===== src/rtl/fetch_unit.sv =====
// Instruction fetch stage: reads the combinational instruction ROM at pc,
// buffers fetched words (or fault markers) in a small FIFO and presents
// the FIFO head to decode over a valid/ready handshake. Downstream
// redirects flush the buffer and restart fetch at a new address.
module fetch_unit #(
  parameter logic [31:0] RESET_PC   = 32'h0000_0000,
  parameter int unsigned ROM_SIZE   = 4 << 20,
  parameter int unsigned FIFO_DEPTH = 2
) (
  input  logic        clk,
  input  logic        rst_n,
  output logic [31:0] rom_addr,
  input  logic [31:0] rom_data,
  input  logic        redirect_valid,
  input  logic [31:0] redirect_pc,
  output logic        out_valid,
  input  logic        out_ready,
  output logic [31:0] out_pc,
  output logic [31:0] out_instr,
  output logic        out_fault
);

  localparam int PTR_W = (FIFO_DEPTH > 1) ? $clog2(FIFO_DEPTH) : 1;
  // Highest byte address at which a full 32-bit word still fits in the ROM.
  localparam logic [31:0] ROM_LAST = 32'(ROM_SIZE - 4);
  localparam logic [PTR_W:0] DEPTH_C = (PTR_W + 1)'(FIFO_DEPTH);

  typedef enum logic {
    FETCH = 1'b0,
    HALT  = 1'b1
  } state_e;

  state_e           state_q, state_d;
  logic [31:0]      pc_q, pc_d;
  logic [PTR_W-1:0] head_q, head_d;
  logic [PTR_W-1:0] tail_q, tail_d;
  logic [PTR_W:0]   count_q, count_d;

  logic [31:0] entry_pc_q    [FIFO_DEPTH];
  logic [31:0] entry_instr_q [FIFO_DEPTH];
  logic        entry_fault_q [FIFO_DEPTH];

  logic        push;
  logic        pop;
  logic        pc_fault;
  logic [31:0] push_instr;

  assign rom_addr  = pc_q;
  assign out_valid = (count_q != '0);
  assign out_pc    = entry_pc_q[head_q];
  assign out_instr = entry_instr_q[head_q];
  assign out_fault = entry_fault_q[head_q];

  // Next-state logic: redirect beats everything, otherwise push when room and pop on handshake.
  always_comb begin
    state_d    = state_q;
    pc_d       = pc_q;
    head_d     = head_q;
    tail_d     = tail_q;
    count_d    = count_q;
    pop        = out_valid && out_ready;
    pc_fault   = (pc_q[1:0] != 2'b00) || (pc_q > ROM_LAST);
    push       = !redirect_valid && (state_q == FETCH) && (count_q < DEPTH_C);
    push_instr = pc_fault ? 32'h0 : rom_data;

    if (redirect_valid) begin
      state_d = FETCH;
      pc_d    = redirect_pc;
      head_d  = '0;
      tail_d  = '0;
      count_d = '0;
    end else begin
      if (push) begin
        tail_d = tail_q + PTR_W'(1);
        if (pc_fault) begin
          state_d = HALT;
        end else begin
          pc_d = pc_q + 32'd4;
        end
      end
      if (pop) begin
        head_d = head_q + PTR_W'(1);
      end
      case ({push, pop})
        2'b10:   count_d = count_q + (PTR_W + 1)'(1);
        2'b01:   count_d = count_q - (PTR_W + 1)'(1);
        default: count_d = count_q;
      endcase
    end
  end

  // Control registers: fetch state, pc and FIFO pointers.
  always_ff @(posedge clk or negedge rst_n) begin
    if (!rst_n) begin
      state_q <= FETCH;
      pc_q    <= RESET_PC;
      head_q  <= '0;
      tail_q  <= '0;
      count_q <= '0;
    end else begin
      state_q <= state_d;
      pc_q    <= pc_d;
      head_q  <= head_d;
      tail_q  <= tail_d;
      count_q <= count_d;
    end
  end

  // Entry storage: cleared on reset so an empty FIFO presents zeros on out_*.
  always_ff @(posedge clk or negedge rst_n) begin
    if (!rst_n) begin
      for (int i = 0; i < FIFO_DEPTH; i++) begin
        entry_pc_q[i]    <= 32'h0;
        entry_instr_q[i] <= 32'h0;
        entry_fault_q[i] <= 1'b0;
      end
    end else if (push) begin
      entry_pc_q[tail_q]    <= pc_q;
      entry_instr_q[tail_q] <= push_instr;
      entry_fault_q[tail_q] <= pc_fault;
    end
  end

endmodule

===== config.mk =====
export PLATFORM = sky130hd
export DESIGN_NAME = fetch_unit
export DESIGN_NICKNAME = d
export VERILOG_FILES = /design/src/rtl/fetch_unit.sv
export SDC_FILE = /design/constraint.sdc
export NUM_CORES = 1
export LEC_CHECK = 0
export ABC_CLOCK_PERIOD_IN_PS = 4670
export BUFFER_PORTS_ARGS = -buffer_cell sky130_fd_sc_hd__buf_2
export CORE_AREA = 10 10 124 126
export CTS_BUF_LIST = sky130_fd_sc_hd__clkbuf_2
export CTS_CLUSTER_DIAMETER = 100
export CTS_CLUSTER_SIZE = 24
export DETAILED_ROUTE_END_ITERATION = 8
export DIE_AREA = 0 0 134 136
export PLACE_DENSITY_LB_ADDON = 0.2
export SLEW_MARGIN = 40
export SYNTH_ARGS = -nofsm -noshare
export SYNTH_HDL_FRONTEND = slang
export SYNTH_SLANG_ARGS = --single-unit

===== constraint.sdc =====
create_clock -name clk -period 4.67 [get_ports clk]
set_input_delay 0.467 -clock clk [delete_from_list [all_inputs] [get_ports clk]]
set_output_delay 0.467 -clock clk [all_outputs]
set_load 0.1 [all_outputs]

==> impl_results.md <==
- Std cell rows: 42
- Crit path DAT: 2.58 ns
- EDFF count, synth: 0
- DR vias/cell: 5.55
- Yosys top cell by area: dfrtp_1
- Post-synthesis cell type count: 46
- Cells after synthesis: a little under 700
- 1st-iter DRT viols: 407
- Post-CTS Setup Bufs: 0
- Most frequent cell after synthesis: dfrtp_1
- Critical path endpoint category: output port
- Hold Path Class: input pin to flip-flop
- Final worst path period share: 0.651
- Final setup margin: 1.63 ns
- GR Overflow Total: 0
- Top-area cell type share of the netlist area: 0.551
- Syn-to-layout area delta: 23.8%
- Chip height: 136 um
- Measured slew at the worst slew-check pin: 0.756 ns
- Final cell count without fillers: 1081
- WL/cell: between 15 and 20 um
- Post-Syn Nets: approximately 750
- WL final: roughly 20 mm
- Worst Path Required: 4.20 ns
- Max-slew violation count: 0
- Root Buffer: clkbuf_2
- Commonest cells in the netlist: dfrtp_1, mux2_2, nand2_1
- P per Cell Area: 435 nW/um2
- VDD IR-drop max: between 0.4 and 0.5 mV
- H-tree depth: 4
- Setup TNS: 0 ns
- Synthesized flop and latch total: 167
- First-pass GRT wire length: approximately 32 mm
- Clock latency on the worst-skew pair: 0.71 ns
- CTS tree: yes
- Startpoint Class: flip-flop
- Min Clock Period, post-route: 3.04 ns
- Seq/Total Area, Yosys: 0.551
- # fillers: 938
- Leak: 4.28 nW
- CP Cell Sequence: buf_4 -> mux2_2 -> buf_2
- Initial Util: 0.585
- Fraction of registers with async set/reset: 1.00
- Util after Layout: 0.724
- DR pass1 iterations: 6
- Primary FF master, synth: dfrtp_1
- # setup viols final: 0
- Total core area: between 10000 and 15000 um2
- Largest net degree at the start of global routing: 70
- CTS buffer count: 17
- Chip Width: approximately 130 um
- ANT nets after route: 0
- Final hold vios: 0
- DRC viols: 0
- Max-Cap Viols: 0
- Synth Warn #: 0
- Clk buf depth: 2
- Synthesized cell area: 7590 um2
- I/O pin cnt: 166
- Fmax: 329 MHz
- Dpl ws: 1.74 ns
- Vias in the first global route: ~6300
- Layout cell share with drive strength beyond 1: 0.381
- Dpl cells: 985
- Avg Cell Area, Syn: 11.2 um2
- Synth top area cells: dfrtp_1, mux2_2, nand2_1
- Total Power: 4.09 mW
- Crit path kind: flip-flop to output port
- RSZ-0062 raised after global routing: false
- Clock sinks: about 170
- Hpwl dp: 13.1 mm
- CTS clk-pin slew, worst paths: 0.22 ns
- Crit-path max FO: 27
- # nets final: 962
- Tot GR Track Use: 0.220
- Headroom to the max-slew limit: 0.495
- Gpl congestion: 0.862
- IO buf count: around 170
- Vias after detailed routing: 5999
- Slowest CP cell: dfrtp_2
- Outcome: finished clean
- Max stage delay on crit path: 0.68 ns
- Die area: between 15000 and 20000 um2
- Initial antenna violation count: 1
- Clk_skew: 0.0237 ns
-- state kept, by name, summed over array words and instances, names as in the netlist --
register and cells:
tail_q 1, entry_pc_q 64, head_q 1, entry_fault_q 2, count_q 2, entry_instr_q 64
state_q 1, rom_addr 32
-- worst paths after layout --
| check | from | end | slack, ns | cells past startpoint |
|---|---|---|---|---|
| worst min-delay path | redirect_pc[9] | rom_addr[9] | 0.08 | 3 |
| worst max-delay path | head_q | out_pc[13] | 1.63 | 3 |
| min in group asynchronous | rst_n | entry_instr_q[36] | 0.28 | 2 |
| worst max register to register | rom_addr[24] | rom_addr[12] | 2.20 | 4 |
| worst min register to register | entry_fault_q[0] | entry_fault_q[0] | 0.50 | 2 |
| max in group asynchronous | rst_n | entry_instr_q[10] | 3.18 | 3 |
-- cell families after synthesis --
group	Yosys count	synth area share
AOI/OAI and AO/OA	116	0.0849
and+or+nand+nor	206	0.133
muxes	133	0.197
buffers and inverters	49	0.0285
adders and majority gates	1	0.00165
xor gates and xnor gates	4	0.00462
DFF	167	0.551
-- worst max-delay path, delay by kind of cell (launching register included) --
kind | cells | cell delay (ns)
buffers and inverters | 2 | 0.75
multiplexers | 1 | 0.41
flip-flops | 1 | 0.68
-- power by group --
group          total [mW]  leakage, nW  switching, mW  internal, mW
Combinational        1.68         2.07           1.25         0.423
Clock               0.577        0.111          0.448         0.129
Sequential           1.83         2.10          0.158          1.68
-- through the flow --
| step | instance area [um2] | hold slack [ns] |
|---|---|---|
| final | 9400 | 0.0765 |
| after global routing | 9400 | 0.0263 |
| after CTS | 9370 | 0.00900 |
| after detailed placement | 8590 | 0.467 |
| after global placement | 8520 | 0.456 |
| after floorplan | 7590 | 0.171 |
-- area by class of cell --
type | count | area, um2 | share of cell area
clock inverter | 9 | 38.8 | 0.00413
inverter | 7 | 26.3 | 0.00280
sequential | 167 | 4180 | 0.445
clock buffer | 21 | 105 | 0.0112
antenna | 1 | 2.50 | 0.000266
tap | 176 | 220 | 0.0234
timing repair buffer | 240 | 1610 | 0.172
multi-input combinational | 460 | 3210 | 0.342
-- layout by cell type (no fill, tap or decap), types with 2 or more instances in the layout --
cell type and n:
mux2_2 132, nor2b_1 3, clkinv_1 5, and4_1 3
buf_4 6, o21ai_0 27, or4b_1 2, inv_1 6
nor2_1 18, buf_12 2, nand2b_1 3, nand3_1 13
or4_1 10, and2_1 2, nor4_1 5, buf_6 2
a22oi_1 2, nand4_1 5, nand2_1 121, xor2_1 2
xnor2_1 2, o21ai_1 56, or3_1 6, clkbuf_2 21
buf_2 164, dfrtp_1 166, o31ai_1 7, a21oi_1 3
and3_1 2, o31a_1 2, clkinv_2 4, dlygate4sd3_1 64
o211ai_1 3, or4_4 3, a31oi_1 13
-- routing by layer --
metal	vias up	routed length (um)	track usage
met5	-	0	0
met4	0	346	0.0774
met3	33	1250	0.0572
met2	211	9680	0.366
met1	2918	8320	0.272
li1	2837	-	-
-- what timing repair did --
action,in CTS,in global routing
endpoints found under the hold margin,162,0
gates resized for setup,0,0
hold buffers,64,0
Power figures use the tool's default switching activity.
